<file path="config.mk">
export PLATFORM = sky130hd
export DESIGN_NAME = ifu
export DESIGN_NICKNAME = d
export VERILOG_FILES = /design/src/rtl/ifu_pkg.sv /design/src/rtl/ifu_timeout.sv /design/src/rtl/ifu.sv
export SDC_FILE = /design/constraint.sdc
export NUM_CORES = 1
export LEC_CHECK = 0
export ABC_AREA = 1
export BUFFER_PORTS_ARGS = -buffer_cell sky130_fd_sc_hd__buf_2
export CAP_MARGIN = 20
export CORE_UTILIZATION = 36
export DETAILED_ROUTE_END_ITERATION = 6
export PLACE_DENSITY = 0.63
export SYNTH_ARGS = -nofsm -noshare
export SYNTH_HDL_FRONTEND = slang
export SYNTH_HIERARCHICAL = 1
export SYNTH_SLANG_ARGS = --single-unit
</file>
<file path="constraint.sdc">
create_clock -name clk -period 3.7 [get_ports clk]
set_input_delay 0.74 -clock clk [delete_from_list [all_inputs] [get_ports clk]]
set_output_delay 0.74 -clock clk [all_outputs]
set_load 0.03 [all_outputs]
</file>
<file path="src/rtl/ifu_pkg.sv">
// ----------------------------------------------------------------------------
// ifu_pkg
// Shared types and constants for the instruction fetch unit.
//   ifu_state_e  : fetch FSM states
//   ifu_fault_e  : sticky fault cause codes presented on fault_cause
//   RRESP_OKAY   : the only read response that counts as a good fetch
//   count_width  : width of the timeout counter for a given TIMEOUT value
// ----------------------------------------------------------------------------
package ifu_pkg;

    typedef enum logic [2:0] {
        IDLE,
        REQ,
        WAIT,
        HOLD,
        FAULT
    } ifu_state_e;

    typedef enum logic [1:0] {
        NONE     = 2'd0,
        MISALIGN = 2'd1,
        BUS_ERR  = 2'd2,
        TIMEOUT  = 2'd3
    } ifu_fault_e;

    localparam logic [1:0] RRESP_OKAY = 2'b00;

    // A counter that must be able to hold the value TIMEOUT needs
    // clog2(TIMEOUT+1) bits; a disabled timeout still gets one bit so that
    // no zero-width vector is ever declared.
    function automatic int count_width(input int timeout);
        return (timeout > 0) ? $clog2(timeout + 1) : 1;
    endfunction

endpackage

</file>
<file path="src/rtl/ifu_timeout.sv">
// ----------------------------------------------------------------------------
// ifu_timeout
// Clearable saturating cycle counter that watches how long a fetch has been
// outstanding on the bus.
//   clk, rst  : clock, synchronous active-high reset
//   clear     : forces the count back to zero (held while no fetch is pending)
//   enable    : count this cycle
//   expired   : the current cycle is the TIMEOUT-th counted cycle (or later)
// With TIMEOUT == 0 the counter is not built and expired is tied low.
// ----------------------------------------------------------------------------
module ifu_timeout #(
    parameter int TIMEOUT = 255
) (
    input  logic clk,
    input  logic rst,
    input  logic clear,
    input  logic enable,
    output logic expired
);
    import ifu_pkg::*;

    localparam int CW = count_width(TIMEOUT);

    generate
        if (TIMEOUT > 0) begin : g_count
            localparam logic [CW-1:0] LIMIT = CW'(TIMEOUT);
            localparam logic [CW-1:0] LAST  = CW'(TIMEOUT - 1);

            logic [CW-1:0] count;

            // The count holds the number of cycles already spent waiting, so
            // during the n-th waiting cycle it reads n-1. Saturating at LIMIT
            // keeps it from wrapping while the FSM finishes a late handshake.
            always_ff @(posedge clk) begin
                if (rst || clear) begin
                    count <= '0;
                end else if (enable && (count != LIMIT)) begin
                    count <= count + CW'(1);
                end
            end

            // Flag the cycle that would be the TIMEOUT-th one, so the FSM can
            // still let a handshake in that same cycle win over the fault.
            assign expired = (count >= LAST);
        end else begin : g_off
            logic unused_inputs;
            assign unused_inputs = clk ^ rst ^ clear ^ enable;
            assign expired       = 1'b0;
        end
    endgenerate

endmodule

</file>
<file path="src/rtl/ifu.sv">
// ----------------------------------------------------------------------------
// ifu
// Instruction fetch unit. Reads the current PC, issues one read on the
// AXI-lite AR/R subset, latches the returned word and hands it to
// decode/execute. Consuming the instruction pulses pc_wen so the PC register
// advances exactly once per retired instruction. Any fault stops fetching
// until reset.
//   clk, rst                         : clock, synchronous active-high reset
//   pc / pc_wen                      : PC register output / its write enable
//   arvalid, araddr, arready         : read address channel
//   rvalid, rdata, rresp, rready     : read data channel
//   inst_valid, inst, inst_pc,
//   inst_ready                       : instruction handed downstream
//   fault, fault_cause               : sticky fault flag and its cause
// ----------------------------------------------------------------------------
module ifu #(
    parameter int ADDR_WIDTH = 32,
    parameter int DATA_WIDTH = 32,
    parameter int TIMEOUT    = 255
) (
    input  logic                  clk,
    input  logic                  rst,

    input  logic [ADDR_WIDTH-1:0] pc,
    output logic                  pc_wen,

    output logic                  arvalid,
    output logic [ADDR_WIDTH-1:0] araddr,
    input  logic                  arready,

    input  logic                  rvalid,
    input  logic [DATA_WIDTH-1:0] rdata,
    input  logic [1:0]            rresp,
    output logic                  rready,

    output logic                  inst_valid,
    output logic [DATA_WIDTH-1:0] inst,
    output logic [ADDR_WIDTH-1:0] inst_pc,
    input  logic                  inst_ready,

    output logic                  fault,
    output logic [1:0]            fault_cause
);
    // The module parameter TIMEOUT shadows the fault code of the same name,
    // so the fault code is always written package-qualified below.
    import ifu_pkg::*;

    ifu_state_e state;
    ifu_fault_e cause_q;

    logic aligned;
    logic in_flight;
    logic expired;

    assign aligned   = (pc[1:0] == 2'b00);
    assign in_flight = (state == REQ) || (state == WAIT);

    // The counter is held at zero whenever no read is pending, which makes
    // it start from zero on every entry into REQ.
    ifu_timeout #(
        .TIMEOUT (TIMEOUT)
    ) u_timeout (
        .clk     (clk),
        .rst     (rst),
        .clear   (!in_flight),
        .enable  (in_flight),
        .expired (expired)
    );

    // Fetch FSM plus the instruction/PC latches and the sticky fault
    // registers. Within REQ a misaligned PC is reported before anything else
    // because no read is ever issued for it; in REQ and WAIT a completing
    // handshake is checked ahead of the timeout so it wins a tie.
    always_ff @(posedge clk) begin
        if (rst) begin
            state   <= IDLE;
            inst    <= '0;
            inst_pc <= '0;
            fault   <= 1'b0;
            cause_q <= NONE;
        end else begin
            case (state)
                IDLE: begin
                    state <= REQ;
                end
                REQ: begin
                    if (!aligned) begin
                        state   <= FAULT;
                        fault   <= 1'b1;
                        cause_q <= MISALIGN;
                    end else if (arready) begin
                        state <= WAIT;
                    end else if (expired) begin
                        state   <= FAULT;
                        fault   <= 1'b1;
                        cause_q <= ifu_pkg::TIMEOUT;
                    end
                end
                WAIT: begin
                    if (rvalid) begin
                        if (rresp == RRESP_OKAY) begin
                            inst    <= rdata;
                            inst_pc <= pc;
                            state   <= HOLD;
                        end else begin
                            state   <= FAULT;
                            fault   <= 1'b1;
                            cause_q <= BUS_ERR;
                        end
                    end else if (expired) begin
                        state   <= FAULT;
                        fault   <= 1'b1;
                        cause_q <= ifu_pkg::TIMEOUT;
                    end
                end
                HOLD: begin
                    if (inst_ready) begin
                        state <= REQ;
                    end
                end
                FAULT: begin
                    state <= FAULT;
                end
                default: begin
                    state <= IDLE;
                end
            endcase
        end
    end

    // Handshake outputs are decoded from the registered state. The PC is
    // only written from HOLD, so it cannot move while a read is pending and
    // araddr can follow it directly.
    assign araddr      = pc;
    assign arvalid     = (state == REQ) && aligned;
    assign rready      = (state == WAIT);
    assign inst_valid  = (state == HOLD);
    assign pc_wen      = inst_valid && inst_ready;
    assign fault_cause = cause_q;

endmodule

</file>
* Yosys cells after proc, flatten, opt, wreduce, memory -nomap -nowiden
Index checks and enable logic that the tools add are counted.
** Storage, ports and cells
- Register bits after elaboration :: 78
- Input bits :: 71
- Output and inout port bits :: 103
- Logic and storage cells :: 47
** Cells by class
- Add/subtract/negate cells :: 1
- Magnitude comparators :: 1
- Equal/unequal tests :: 8
- Multiplexer cells :: 19
- Reductions and logical operators :: 12
** Operator list (count)
- 3-bit two-way mux :: 6
- 3-bit case mux with 5 select lines :: 1
- 2-bit two-way mux :: 5
- 8-bit by 1-bit adder with 8-bit output (second input constant) :: 1
- 8-bit greater-or-equal comparator (second input constant) :: 1
- 8-bit inequality test (second input constant) :: 1
- 3-bit by 2-bit equality test with 1-bit output (second input constant) :: 2
- 3-bit inequality test (second input constant) :: 2
- 3-bit AND reduction :: 2
- 1-bit two-way mux :: 5
- 2-bit logical NOT :: 2
- 2-bit case mux with 2 select lines :: 1
- 3-bit by 1-bit equality test with 1-bit output (second input constant) :: 1
- 3-bit equality test (second input constant) :: 1
- 1-bit logical AND :: 3
- 3-bit logical NOT :: 1
- 1-bit logical OR :: 2
- 2-bit by 1-bit inequality test with 1-bit output (second input constant) :: 1
- 1-bit case mux with 2 select lines :: 1
- 2-bit nonzero test :: 1
- 1-bit logical NOT :: 1

* Longest topological paths before layout
- Depth after elaboration :: 5
- Gate-level depth with buffers :: 10
- Mapped depth without buffers :: 10

* By module
Netlist, hierarchy kept.
** Modules (own cells, without submodules)
- ifu :: instances 1, cells an instance 382, area each 2917.8 µm², seq. area each 1401.3 µm²
- ifu_timeout :: instances 1, cells an instance 68, area each 460.4 µm², seq. area each 160.2 µm²

* Worst setup path before layout
Ideal clock, no wire load.
- Kind :: input to output
- From :: input pc[1]
- To :: output arvalid
- Arrival :: 1.537 ns
- Data required time :: 2.960 ns
- Setup slack :: 1.423 ns
- Stages :: 3
- Buffers on the path :: 0
- Cells stage by stage :: inv_1 nand2_1 nor3_1
** Between the ends
- Word-level cells in the longest chain between the ends :: 2
** RTL lines
- start, declared :: line ifu.sv:24 : input logic [ADDR_WIDTH-1:0] pc,
- 2-bit logical NOT :: line ifu.sv:55 : assign aligned = (pc[1:0] == 2'b00);
- 1-bit logical AND :: line ifu.sv:135 : assign arvalid = (state == REQ) && aligned;
- end, declared :: line ifu.sv:27 : output logic arvalid,
No other way between the ends.

* Worst setup path in the final report
- From :: register state[1]
- To :: output pc_wen
** Between the ends
- Word-level cells in the longest chain between the ends :: 2
** RTL lines
- start, declared :: line ifu.sv:48 : ifu_state_e state;
- start signal, assigned :: line ifu.sv:76 : state <= IDLE;
- start signal, assigned :: line ifu.sv:84 : state <= REQ;
- start signal, assigned :: line ifu.sv:88 : state <= FAULT;
- 3-bit by 2-bit equality test with 1-bit output :: line ifu.sv:137 : assign inst_valid = (state == HOLD);
- 1-bit logical AND :: line ifu.sv:138 : assign pc_wen = inst_valid && inst_ready;
- end, declared :: line ifu.sv:25 : output logic pc_wen,
No other way between the ends.

==> qor.yml <==
status: "finished clean"
syn_to_final_growth_pct: 25.6
port_buffers: 173
finalSetupTns_ns: 0
synth_top_area_share_pct: 46.2
core-area_um2: 8890
relSlewSlack_pct: 33.2
hold_class: "reg2reg"
grt_max_degree: 65
hold_viol: 0
die-width_um: 98.9
cts_htree_levels: 3
cts_tree: "yes"
io_pins: 174
drv_slew: 0
cp-end-kind: "primary output"
yosysMostFrequentCell: "nor2_1"
critical_path.max_fanout: 6
layout_min_cycle_time_ns: 2.22
max-clock-path-buffers: 2
route.met2.wl_um: 3680
yosysTopAreaCell: "dfxtp_1"
cts_root_buf: "clkbuf_8"
powerDensity_nw_per_um2: 425
wl_met3_um: 630
grt_overflow: 0
leakagePower_nw: 2.29
start_kind: "flip-flop"
clkLatencyLatePin_ns: 0.34
seq_area_um2: 1560
syn_area_per_cell_um2: 7.51
postCtsSetupRepairBufs: 0
worst_pin_slew_ns: 0.999
synthCells: 450
cp.required_ns: 2.96
viasPerCell: 4.61
power_mw: 1.80
grt_pass1_vias: 2913
synth-seq-cells: 78
synth_edf_count: 0
grt_use_total_pct: 16.7
drv_cap: 0
wl_um: 8090
cts_resized: 0
die-area_um2: 9780
rr_startpoint: "state[2]$_SDFFE_PP0P_"
slowest_delay_ns: 0.48
ys_top_cells_by_count: "nor2_1, dfxtp_1, o21ai_0, nand2_1, buf_4"
ys_top_cells_by_area: "dfxtp_1, nor2_1, o21ai_0"
fmax_ghz: 0.450
antenna_cells: 0
synthesis.nets: 523
top_layer: "met4"
crit_top_cell: "nor2_1"
utilization_pct: 47.7
m1WireLength_um: 3690
critical_path_class: "reg2out"
path_cells: "nand2_1, nor2_1, inv_1, nor2_1, buf_2"
worstHoldStart: "fault_cause[1]$_SDFFE_PP0P_"
clk_pin_slew_ns: 0.08
cp.arrival_ns: 1.48
antenna_found_initial: 0
detail-route-antenna-nets: 0
synth_flop_cell: "dfxtp_1"
fp-row-count: 34
synthArstFlopShare_pct: 0
cts.sinks: 78
vias: 3211
ctsHoldBuffers: 0
multi_input_area_um2: 1340
yosysSeqAreaShare_pct: 46.2
dpl.hpwl_um: 5740
cts_buffers: 9
grt_setup_unrepaired: "false"
synth_area_um2: 3380
crit_family: "flip-flops"
yosys_warnings: 6
fillers: 923
cp-startpoint: "state[1]$_SDFFE_PP0P_"
grt_pass1_wl_um: 13000
dr.pass1.iters: 4
synthDistinctLibCells: 27
final_nets: 658
period_share_pct: 60.1
initial_core_util_pct: 38.0
ir_drop_mv: 0.212
wl_per_cell_um: 11.6
die_y_um: 98.9
drc: 0
setup_viol: 0
dpl_cell_area_um2: 4010
drtIter0Drc: 139
dp_slack_ns: 1.20
stdcell_area_um2: 4240
gp_congestion: 0.818
path_buf_inv: 2
worst_slack_ns: 1.48
drive_above_1_share_pct: 35.0
fin_skew_ns: 0.00769
crit_path_top_delay_cell: "dfxtp_1"
[report_power, final]
part / total [mW] / internal [mW] / leakage [nW] / switching, mW
sequential: 0.859 / 0.849 / 0.629 / 0.0102
combinational: 0.196 / 0.0663 / 1.55 / 0.130
clock: 0.748 / 0.444 / 0.115 / 0.304
[registers in the layout, indices dropped and copies added (netlist names)]
signal,count
inst,32
inst_pc,32
u_timeout/g_count.count,8
state,3
fault_cause,2
fault,1
[layout make-up]
| cell class | count | area share [%] |
|---|---|---|
| Inverter | 21 | 1.86 |
| Timing Repair Buffer | 176 | 20.9 |
| Clock inverter | 6 | 2.62 |
| Multi-Input combinational cell | 299 | 31.7 |
| Tap cell | 108 | 3.18 |
| Sequential cell | 78 | 36.8 |
| Clock buffer | 9 | 2.92 |
[cell usage in the layout, fill, tap and decap left out, drive strengths merged]
master    instances
nor2            160
clkinvlp          1
buf             176
dfxtp            78
clkbuf            9
nand3b            1
nor3              2
o21ai            71
nand3            11
xnor2             1
nand4             1
clkinv            2
xor2              1
nand2            41
ha                2
inv              21
bufinv            3
a21oi             7
a211oi            1
[worst reg2reg max path: stages, from the launching register on]
cell     delay [ns]
dfxtp_1        0.40
inv_2          0.14
nand3_4        0.10
nor2_4         0.77
buf_4          0.35
o21ai_0        0.12
nor2_1         0.10
[stage by stage]
step	hold slack, ns	cells
floorplan	0.469	450
global placement	0.437	682
detailed placement	0.438	682
CTS	0.450	697
global route	0.509	697
finish	0.448	697
[cells by family (layout without fill, tap and decap cells)]
| family | Yosys count | count (layout) | synth area share [%] |
|---|---|---|---|
| flops | 78 | 78 | 46.2 |
| buf+inv | 73 | 212 | 14.0 |
| fa+ha+maj | 2 | 2 | 0.741 |
| compound gates | 79 | 79 | 11.8 |
| xor+xnor | 2 | 2 | 0.519 |
| simple gates | 216 | 216 | 26.7 |
[metal layers]
metal / GRT usage (%) / vias up
met5: 0 / -
met4: 7.12 / 0
met3: 4.82 / 8
met2: 27.9 / 141
met1: 20.0 / 1404
li1: - / 1658
[path summary, 6_finish.rpt]
check	end	slack, ns	depth (start not counted)
min	fault_cause[1]$_SDFFE_PP0P_	0.45	2
max reg2reg	inst[12]$_SDFFE_PP0P_	1.65	6
min reg2reg	fault_cause[1]$_SDFFE_PP0P_	0.45	2
max	pc_wen	1.48	5
Note: power is estimated with default switching activity, not from simulation.
